===== src/rtl/jk_pkg.sv =====
// Shared definitions for the JK-bank counter controller.
//   - Default width/modulo for the counter.
//   - {J,K} excitation encodings.
//   - Modulo legality check used at elaboration.
package jk_pkg;

    localparam int unsigned DefWidth  = 4;
    localparam int unsigned DefModulo = 10;

    // Excitation codes as {J,K}.
    typedef enum logic [1:0] {
        JkHold   = 2'b00,
        JkReset  = 2'b01,
        JkSet    = 2'b10,
        JkToggle = 2'b11
    } jk_exc_e;

    // A modulo is legal when 2 <= modulo <= 2**width.
    function automatic bit modulo_legal(input int unsigned width, input int unsigned modulo);
        longint unsigned span;
        span = longint'(1) << width;
        return (modulo >= 2) && (longint'(modulo) <= span);
    endfunction

endpackage


===== src/rtl/jk_ff_bit.sv =====
// Single JK flip-flop built from a D flip-flop.
//   clk         : rising-edge clock
//   reset_async : asynchronous active-low reset, clears Q
//   J, K        : excitation inputs
//   Q           : stored bit
module jk_ff_bit (
    input  logic clk,
    input  logic reset_async,
    input  logic J,
    input  logic K,
    output logic Q
);

    logic q_q;
    logic q_d;

    // Characteristic equation of a JK flip-flop.
    assign q_d = (J & ~q_q) | (~K & q_q);

    always_ff @(posedge clk or negedge reset_async) begin
        if (!reset_async) begin
            q_q <= 1'b0;
        end else begin
            q_q <= q_d;
        end
    end

    assign Q = q_q;

endmodule


===== src/rtl/jk_counter_ctrl.sv =====
// Mod-MODULO up/down counter whose state lives in a bank of JK flip-flops.
// The controller computes the next count, derives per-bit J/K excitation and
// registers a one-cycle wrap pulse.
//   clk         : rising-edge clock
//   reset_async : asynchronous active-low reset
//   load        : parallel load (highest priority), clamped to MODULO-1
//   load_val    : value to load
//   en          : count enable
//   up          : 1 = increment, 0 = decrement
//   q           : current count from the JK bank
//   j, k        : combinational excitation applied to the bank
//   wrap        : registered pulse in the cycle after a wrap-around
// Build option: define JK_COUNTER_SAT_EN for saturating mode (no wrap, wrap tied low).
module jk_counter_ctrl
    import jk_pkg::*;
#(
    parameter int unsigned WIDTH  = DefWidth,
    parameter int unsigned MODULO = DefModulo
) (
    input  logic             clk,
    input  logic             reset_async,
    input  logic             load,
    input  logic [WIDTH-1:0] load_val,
    input  logic             en,
    input  logic             up,
    output logic [WIDTH-1:0] q,
    output logic [WIDTH-1:0] j,
    output logic [WIDTH-1:0] k,
    output logic             wrap
);

    if (!modulo_legal(WIDTH, MODULO)) begin : g_bad_modulo
        $error("jk_counter_ctrl: MODULO must satisfy 2 <= MODULO <= 2**WIDTH");
    end

    localparam logic [WIDTH-1:0] MaxVal = WIDTH'(MODULO - 1);

    logic [WIDTH-1:0] next_cnt;
    logic             wrap_d;
    logic             wrap_q;

    always_comb begin
        next_cnt = q;
        wrap_d   = 1'b0;
        if (load) begin
            next_cnt = (load_val > MaxVal) ? MaxVal : load_val;
        end else if (en) begin
            if (up) begin
                // >= also pulls any out-of-range state back into range.
                if (q >= MaxVal) begin
`ifdef JK_COUNTER_SAT_EN
                    next_cnt = MaxVal;
`else
                    next_cnt = '0;
                    wrap_d   = 1'b1;
`endif
                end else begin
                    next_cnt = q + 1'b1;
                end
            end else begin
                if (q == '0) begin
`ifdef JK_COUNTER_SAT_EN
                    next_cnt = '0;
`else
                    next_cnt = MaxVal;
                    wrap_d   = 1'b1;
`endif
                end else begin
                    next_cnt = q - 1'b1;
                end
            end
        end
    end

    // Only set or clear codes are ever produced; toggle is never used.
    assign j = next_cnt & ~q;
    assign k = ~next_cnt & q;

    for (genvar gi = 0; gi < WIDTH; gi++) begin : g_bank
        jk_ff_bit u_bit (
            .clk         (clk),
            .reset_async (reset_async),
            .J           (j[gi]),
            .K           (k[gi]),
            .Q           (q[gi])
        );
    end

    always_ff @(posedge clk or negedge reset_async) begin
        if (!reset_async) begin
            wrap_q <= 1'b0;
        end else begin
            wrap_q <= wrap_d;
        end
    end

    assign wrap = wrap_q;

endmodule


===== config.mk =====
export PLATFORM = sky130hd
export DESIGN_NAME = jk_counter_ctrl
export DESIGN_NICKNAME = d
export VERILOG_FILES = /design/src/rtl/jk_pkg.sv /design/src/rtl/jk_ff_bit.sv /design/src/rtl/jk_counter_ctrl.sv
export SDC_FILE = /design/constraint.sdc
export NUM_CORES = 1
export LEC_CHECK = 0
export CORE_MARGIN = 2
export CORE_UTILIZATION = 35
export DETAILED_ROUTE_END_ITERATION = 12
export DONT_BUFFER_PORTS = 1
export PLACE_DENSITY_LB_ADDON = 0.12
export SYNTH_ARGS = -nofsm -noshare
export SYNTH_HDL_FRONTEND = slang
export SYNTH_SLANG_ARGS = --single-unit

===== constraint.sdc =====
create_clock -name clk -period 2.05 [get_ports clk]
set_clock_uncertainty 0.1 [all_clocks]
set_input_delay 0.1025 -clock clk [delete_from_list [all_inputs] [get_ports clk]]
set_output_delay 0.1025 -clock clk [all_outputs]
set_load 0.02 [all_outputs]

### After elaboration in Yosys (flattened, before gate mapping)

Index checks and enable logic that the tools add are counted.

| cells by class | value |
|---|---|
| add/subtract/negate cells | 2 |
| bitwise operators | 24 |
| order comparisons | 2 |
| reduce and logical (&&, ||, !) cells | 1 |
| muxes and demuxes | 11 |

Operators with widths:

| kind | number |
|---|---|
| two-way mux 4 bit | 6 |
| bitwise AND 1 bit | 8 |
| bitwise AND 4 bit | 2 |
| NOT 1 bit | 8 |
| NOT 4 bit | 2 |
| two-way mux 1 bit | 5 |
| adder 4 x 1 -> 4 bit, second input constant | 1 |
| >= comparator 4 bit, second input constant | 1 |
| greater-than comparator 4 bit, second input constant | 1 |
| zero test 4 bit | 1 |
| bitwise OR 1 bit | 4 |
| subtractor 4 x 1 -> 4 bit, second input constant | 1 |

| word-level totals | value |
|---|---|
| logic and storage cells | 45 |
| input bits | 9 |
| bits in registers | 5 |
| output and inout bits | 13 |

### Logic depth before layout (Yosys ltp)

| depth | value |
|---|---|
| word-level depth | 10 |
| mapped depth | 7 |
| mapped depth without buffers | 6 |

### Modules after synthesis

A second synthesis with hierarchy kept.

| unflattened totals | value |
|---|---|
| cells, all modules | 75 |
| area, all modules | 608.1 µm² |

By module, submodules not included:

| module | area an instance (µm²) | times used | seq. area each (µm²) | cells an instance |
|---|---|---|---|---|
| jk_counter_ctrl | 452.9 | 1 | 25.0 | 63 |
| jk_ff_bit | 38.8 | 4 | 25.0 | 3 |

### Worst setup path before layout

No wires, ideal clock.

| path | value |
|---|---|
| path type | reg-to-output |
| from | register g_bank[0].u_bit.q_q |
| to | output k[1] |
| required time | 1,847 ps |
| path buffers | 1 |
| arrival time | 1,829 ps |
| slack | 18 ps |
| stages on the path, launching flop included | 8 |
| cells stage by stage | dfrtp_1 -> inv_1 -> ha_1 -> or4b_4 -> nor2b_4 -> a31oi_4 -> and2_1 -> buf_4 |

| on the way | value |
|---|---|
| word-level cells in the longest chain between the ends | 7 |
| elaborated cells between the ends (all ways) | 11 |
| those cells by class | add/sub: 2; order compare: 1; mux: 5; bitwise: 2; reduce/logical: 1 |

RTL lines:

| what | RTL line | source |
|---|---|---|
| from (decl) | jk_ff_bit.sv:14 | `logic q_q;` |
| from (signal assigned) | jk_ff_bit.sv:24 | `q_q <= q_d;` |
| subtractor 4 x 1 -> 4 bit (tied with other cells) | jk_counter_ctrl.sv:69 | `next_cnt = q - 1'b1;` |
| two-way mux 4 bit, on equally long branches | jk_counter_ctrl.sv:61, jk_counter_ctrl.sv:50 |  |
| two-way mux 4 bit (*) | jk_counter_ctrl.sv:48 | `if (up) begin` |
| two-way mux 4 bit (*) | jk_counter_ctrl.sv:47 | `end else if (en) begin` |
| two-way mux 4 bit (*) | jk_counter_ctrl.sv:45 | `if (load) begin` |
| NOT 4 bit (*) | jk_counter_ctrl.sv:77 | `assign k = ~next_cnt & q;` |
| bitwise AND 4 bit (*) | jk_counter_ctrl.sv:77 |  |
| to (decl) | jk_counter_ctrl.sv:28 | `output logic [WIDTH-1:0] k,` |

Mark *: on every way between the ends. The rest lies on a longest branch, timed or not.

### Final worst setup path

Ends and elaborated chain as after synthesis.

==> results summary <==
The flow ran to the end, but the final reports show violations. The final reports fail on setup timing. In the post-synthesis netlist, the biggest area contributors are sky130_fd_sc_hd__dfrtp_1 (18%), sky130_fd_sc_hd__buf_4 (13%), sky130_fd_sc_hd__ha_1 (5.5%). The die covers 2333 sq um. The number of max-slew violations in the final report is 0. Cells fill 45.79% of the core in the end. After floorplanning, the core was sized to cover 1902 sq um.

The total of flip-flops plus latches after synthesis came out at 5. The TritonCTS clock tree is done. Among all flip-flop cells after synthesis, the most frequent one is sky130_fd_sc_hd__dfrtp_1. sky130_fd_sc_hd__dfrtp_1 takes more of the synthesized area than any other cell.

The DRC violation total after the first TritonRoute iteration is 13. The final critical-path required period is 2103 ps. The count of cells along the worst register-to-register path is 8. The post-synthesis cell type count came out at 37.

Setup repair after global routing could not meet its margin everywhere. Entering global routing, the biggest net connects 12 pins. The global routing stage identified its most utilized layer as met2.

Synthesis produced a netlist with a net count of 100. Leaving out fill and tap cells, the most frequent cell in the layout is sky130_fd_sc_hd__buf_4. The path with the worst hold slack has its endpoint at wrap. The peak clock frequency supported by timing is 475.4 MHz. Clock latency on the worst-skew pair, taken at its later pin, is 240 ps. For the final routed database, the setup TNS stands at -111.8 ps. The storage element area came out at 126.4 sq um.

CTS placed an instance of sky130_fd_sc_hd__clkbuf_4 at the clock tree root. The share of async-settable or async-resettable flops after synthesis came out at 100.0%. The global routing usage on met1 is 21.04%. The total power after layout is 534.9 uW. The number of antenna violations at the first check in global routing is 0. The floorplan step set the die width to 48.30 microns. The CTS sink count came out at 5.

The leakage power total is 0.0003646 uW. Setup violations remaining at the end of the flow were counted as 3. In this run the number of H-tree levels came out at 1.

The signal arrival time at the worst endpoint is 1900 ps. After global routing the overflow that remains totals 0. The area of the mapped netlist came out at 686.9 sq um.

The via count of the first global-routing pass came out at 603. In this run the worst setup path begins at g_bank[0].u_bit.Q. The boundary pin count is 22. The library cells used most frequently in the layout, excluding fill and tap cells, are sky130_fd_sc_hd__buf_4 (16), sky130_fd_sc_hd__nor2_1 (7), sky130_fd_sc_hd__nand2_1 (6). The mean area per synthesized cell came out at 7.806 sq um. The number of fill cells is 194. The critical path in this run is classified as register to output pin. The area of combinational cells with multiple inputs came out at 486.7 sq um. Across every metal layer, demand over resource in global routing totals 16.38%. At the pin with the least slew margin, the transition time is 480.7 ps. The fraction of layout cells with a size suffix above 1 is 42.86%. The share of the Yosys chip area taken by registers is 18.21%. STA classifies the critical path endpoint as an output pin.

In this run the most critical hold path is launched from load. For this run, global-route usage on met2 was measured as 26.62%. STA classifies the critical path startpoint as a register. The detailed-routing iteration count for the pre-antenna-repair pass came out at 4. For met3 alone, demand over resource in global routing was 6.173%. Relative to the synthesized area, the layout overhead comes to 26.78%. The longest clock path from root to sink contains 2 buffers. The maximum vdd ir drop is 0.4254 mV. Clock-pin slew was measured on the worst setup and hold paths at 50 ps.

The worst register-to-register path begins at g_bank[0].u_bit.Q. The data required time of the critical path is 1850 ps. The vertical extent of the die came out at 48.30 microns. The residual DRC count is 0.

The setup slack on the worst flop-to-flop path came out at 110 ps. In the routed layout, each cell is associated on average with a via count of 5.032. The largest single stage delay on the critical path is 460 ps. The estimated wirelength of the detail-placed design is 1282 microns. The tool flagged a number of max-cap violations equal to 0. The row count came out at 16. The number of antenna diodes in the final layout is 0. The area share of the largest cell type after synthesis is 18.21%. After technology mapping, the gate count stands at 88. In the post-route analysis, the smallest setup slack over all paths is -53.42 ps. The routability-driven placement congestion ratio came out at 0.7470.

The cell area after layout is 870.8 sq um. Once the floorplan was initialized, standard cells occupied 36.12% of the core. Along the worst path, the maximum fanout reaches 6.

The tightest min-delay check is of the input pin to register type. After detailed routing, the total wire length is 1759 microns. After detailed placement, the total cell area comes to 686.9 sq um.

The remaining number of nets flagged by the antenna check after routing came out at 0. The Yosys warning count is 0. The cell depth of the worst min-delay path is 2. The number of I/O port buffers is 0. The final route contains 629 vias. Traced cell by cell, the critical path runs through inv_2 > ha_4 > or4b_4 > nor2b_4 > a31oi_4 > and2_4. The number of nets in the final layout came out at 111. The total clock buffers created by CTS is 3. The endpoint identified for the worst register-to-register timing path is g_bank[1].u_bit.Q. The number of synthesized flops with an enable pin came out at 0. The global-route wire length before repair came out at 2911 microns. The final cycle utilization of the critical path is 102.6%. The normalized max-slew margin came out at 67.66%. The final-report hold violation count came to 0. For this design, the slowest cell found on the critical path is sky130_fd_sc_hd__or4b_4. Dividing total power by cell area gives a power density of 614.3 nW/um^2. The routed wire length per instance is 14.07 microns.
==> cell type report <==
cell class              instances  share of cell area (%)
clock buffers                   4                   3.017
inverters                       7                   3.017
multi-input cells              61                   55.89
flip-flops and latches          5                   14.51
well taps                      27                   3.879
repair buffers                 21                   19.68
==> power by group <==
| group | switching [uW] | internal (uW) |
|---|---|---|
| Sequential | 19.9 | 111 |
| Combinational | 153 | 134 |
| Clock | 43.1 | 73.8 |
| Total | 216 | 319 |
==> how the worst max path moves through the flow <==
stage                     depth (start not counted)  slack, ps   end
final                                             6        -50  k[1]
after global routing                              8       -110  j[1]
after CTS                                         7        -60  k[1]
after detailed placement                          6        -30  j[3]
after global placement                            6        -30  j[3]
after floorplan                                   7         20  k[1]
==> through the flow <==
stage | worst slack (ps) | instances | hold WS [ps]
2_1_floorplan | 18.21 | 88 | -293.1
3_3_place_gp | -30.54 | 110 | -293.0
3_5_place_dp | -32.60 | 110 | -292.9
4_1_cts | -57.67 | 121 | 9.702
5_1_grt | -106.4 | 125 | 10.36
6_report | -53.42 | 125 | 17.13
==> cells in the mapped netlist (2+ instances only) <==
| library cell | number |
|---|---|
| sky130_fd_sc_hd__ha_1 | 3 |
| sky130_fd_sc_hd__nand3b_1 | 2 |
| sky130_fd_sc_hd__dfrtp_1 | 5 |
| sky130_fd_sc_hd__nand2_1 | 6 |
| sky130_fd_sc_hd__inv_1 | 7 |
| sky130_fd_sc_hd__buf_4 | 12 |
| sky130_fd_sc_hd__and2_1 | 2 |
| sky130_fd_sc_hd__nand2b_1 | 2 |
| sky130_fd_sc_hd__a21oi_1 | 5 |
| sky130_fd_sc_hd__a2111oi_0 | 2 |
| sky130_fd_sc_hd__a211oi_1 | 2 |
| sky130_fd_sc_hd__a21boi_0 | 2 |
| sky130_fd_sc_hd__o21ai_0 | 5 |
| sky130_fd_sc_hd__nor2_1 | 9 |
| sky130_fd_sc_hd__nor2b_1 | 2 |
==> cells by family (layout without fill, tap and decap cells) <==
family	Yosys count	count (layout)	share of synthesized area, %
fa+ha+maj	3	3	5.465
flops	5	5	18.21
buf+inv	22	32	19.85
compound gates	26	26	29.14
simple gates	32	32	27.32
==> layer usage <==
layer | part of all wire (%) | vias up | routed length (microns)
met3 | 4.2 | 2 | 73
met1 | 49 | 296 | 863
met4 | 0.57 | 0 | 10
met2 | 46 | 11 | 810
met5 | 0 | - | 0
li1 | - | 320 | -
==> critical path: cells and delay by family, from the launching register on <==
family / cells / cell delay [ps]
buffers and inverters: 1 / 90
and+or+nand+nor: 3 / 820
adders and majority gates: 1 / 160
AOI/OAI and AO/OA: 1 / 200
DFF: 1 / 400
==> flip-flops by register name (all words and copies together), names as in the netlist <==
name / flops
g_bank.u_bit.Q: 4
wrap: 1
==> repair_timing <==
action,4_1_cts,5_1_grt
pin swaps,8,3
resized for setup,18,5
setup endpoints to repair,7,6
hold buffers,4,0
endpoints found under the hold margin,8,0
buffers inserted,3,4
Power figures use the tool's default switching activity.
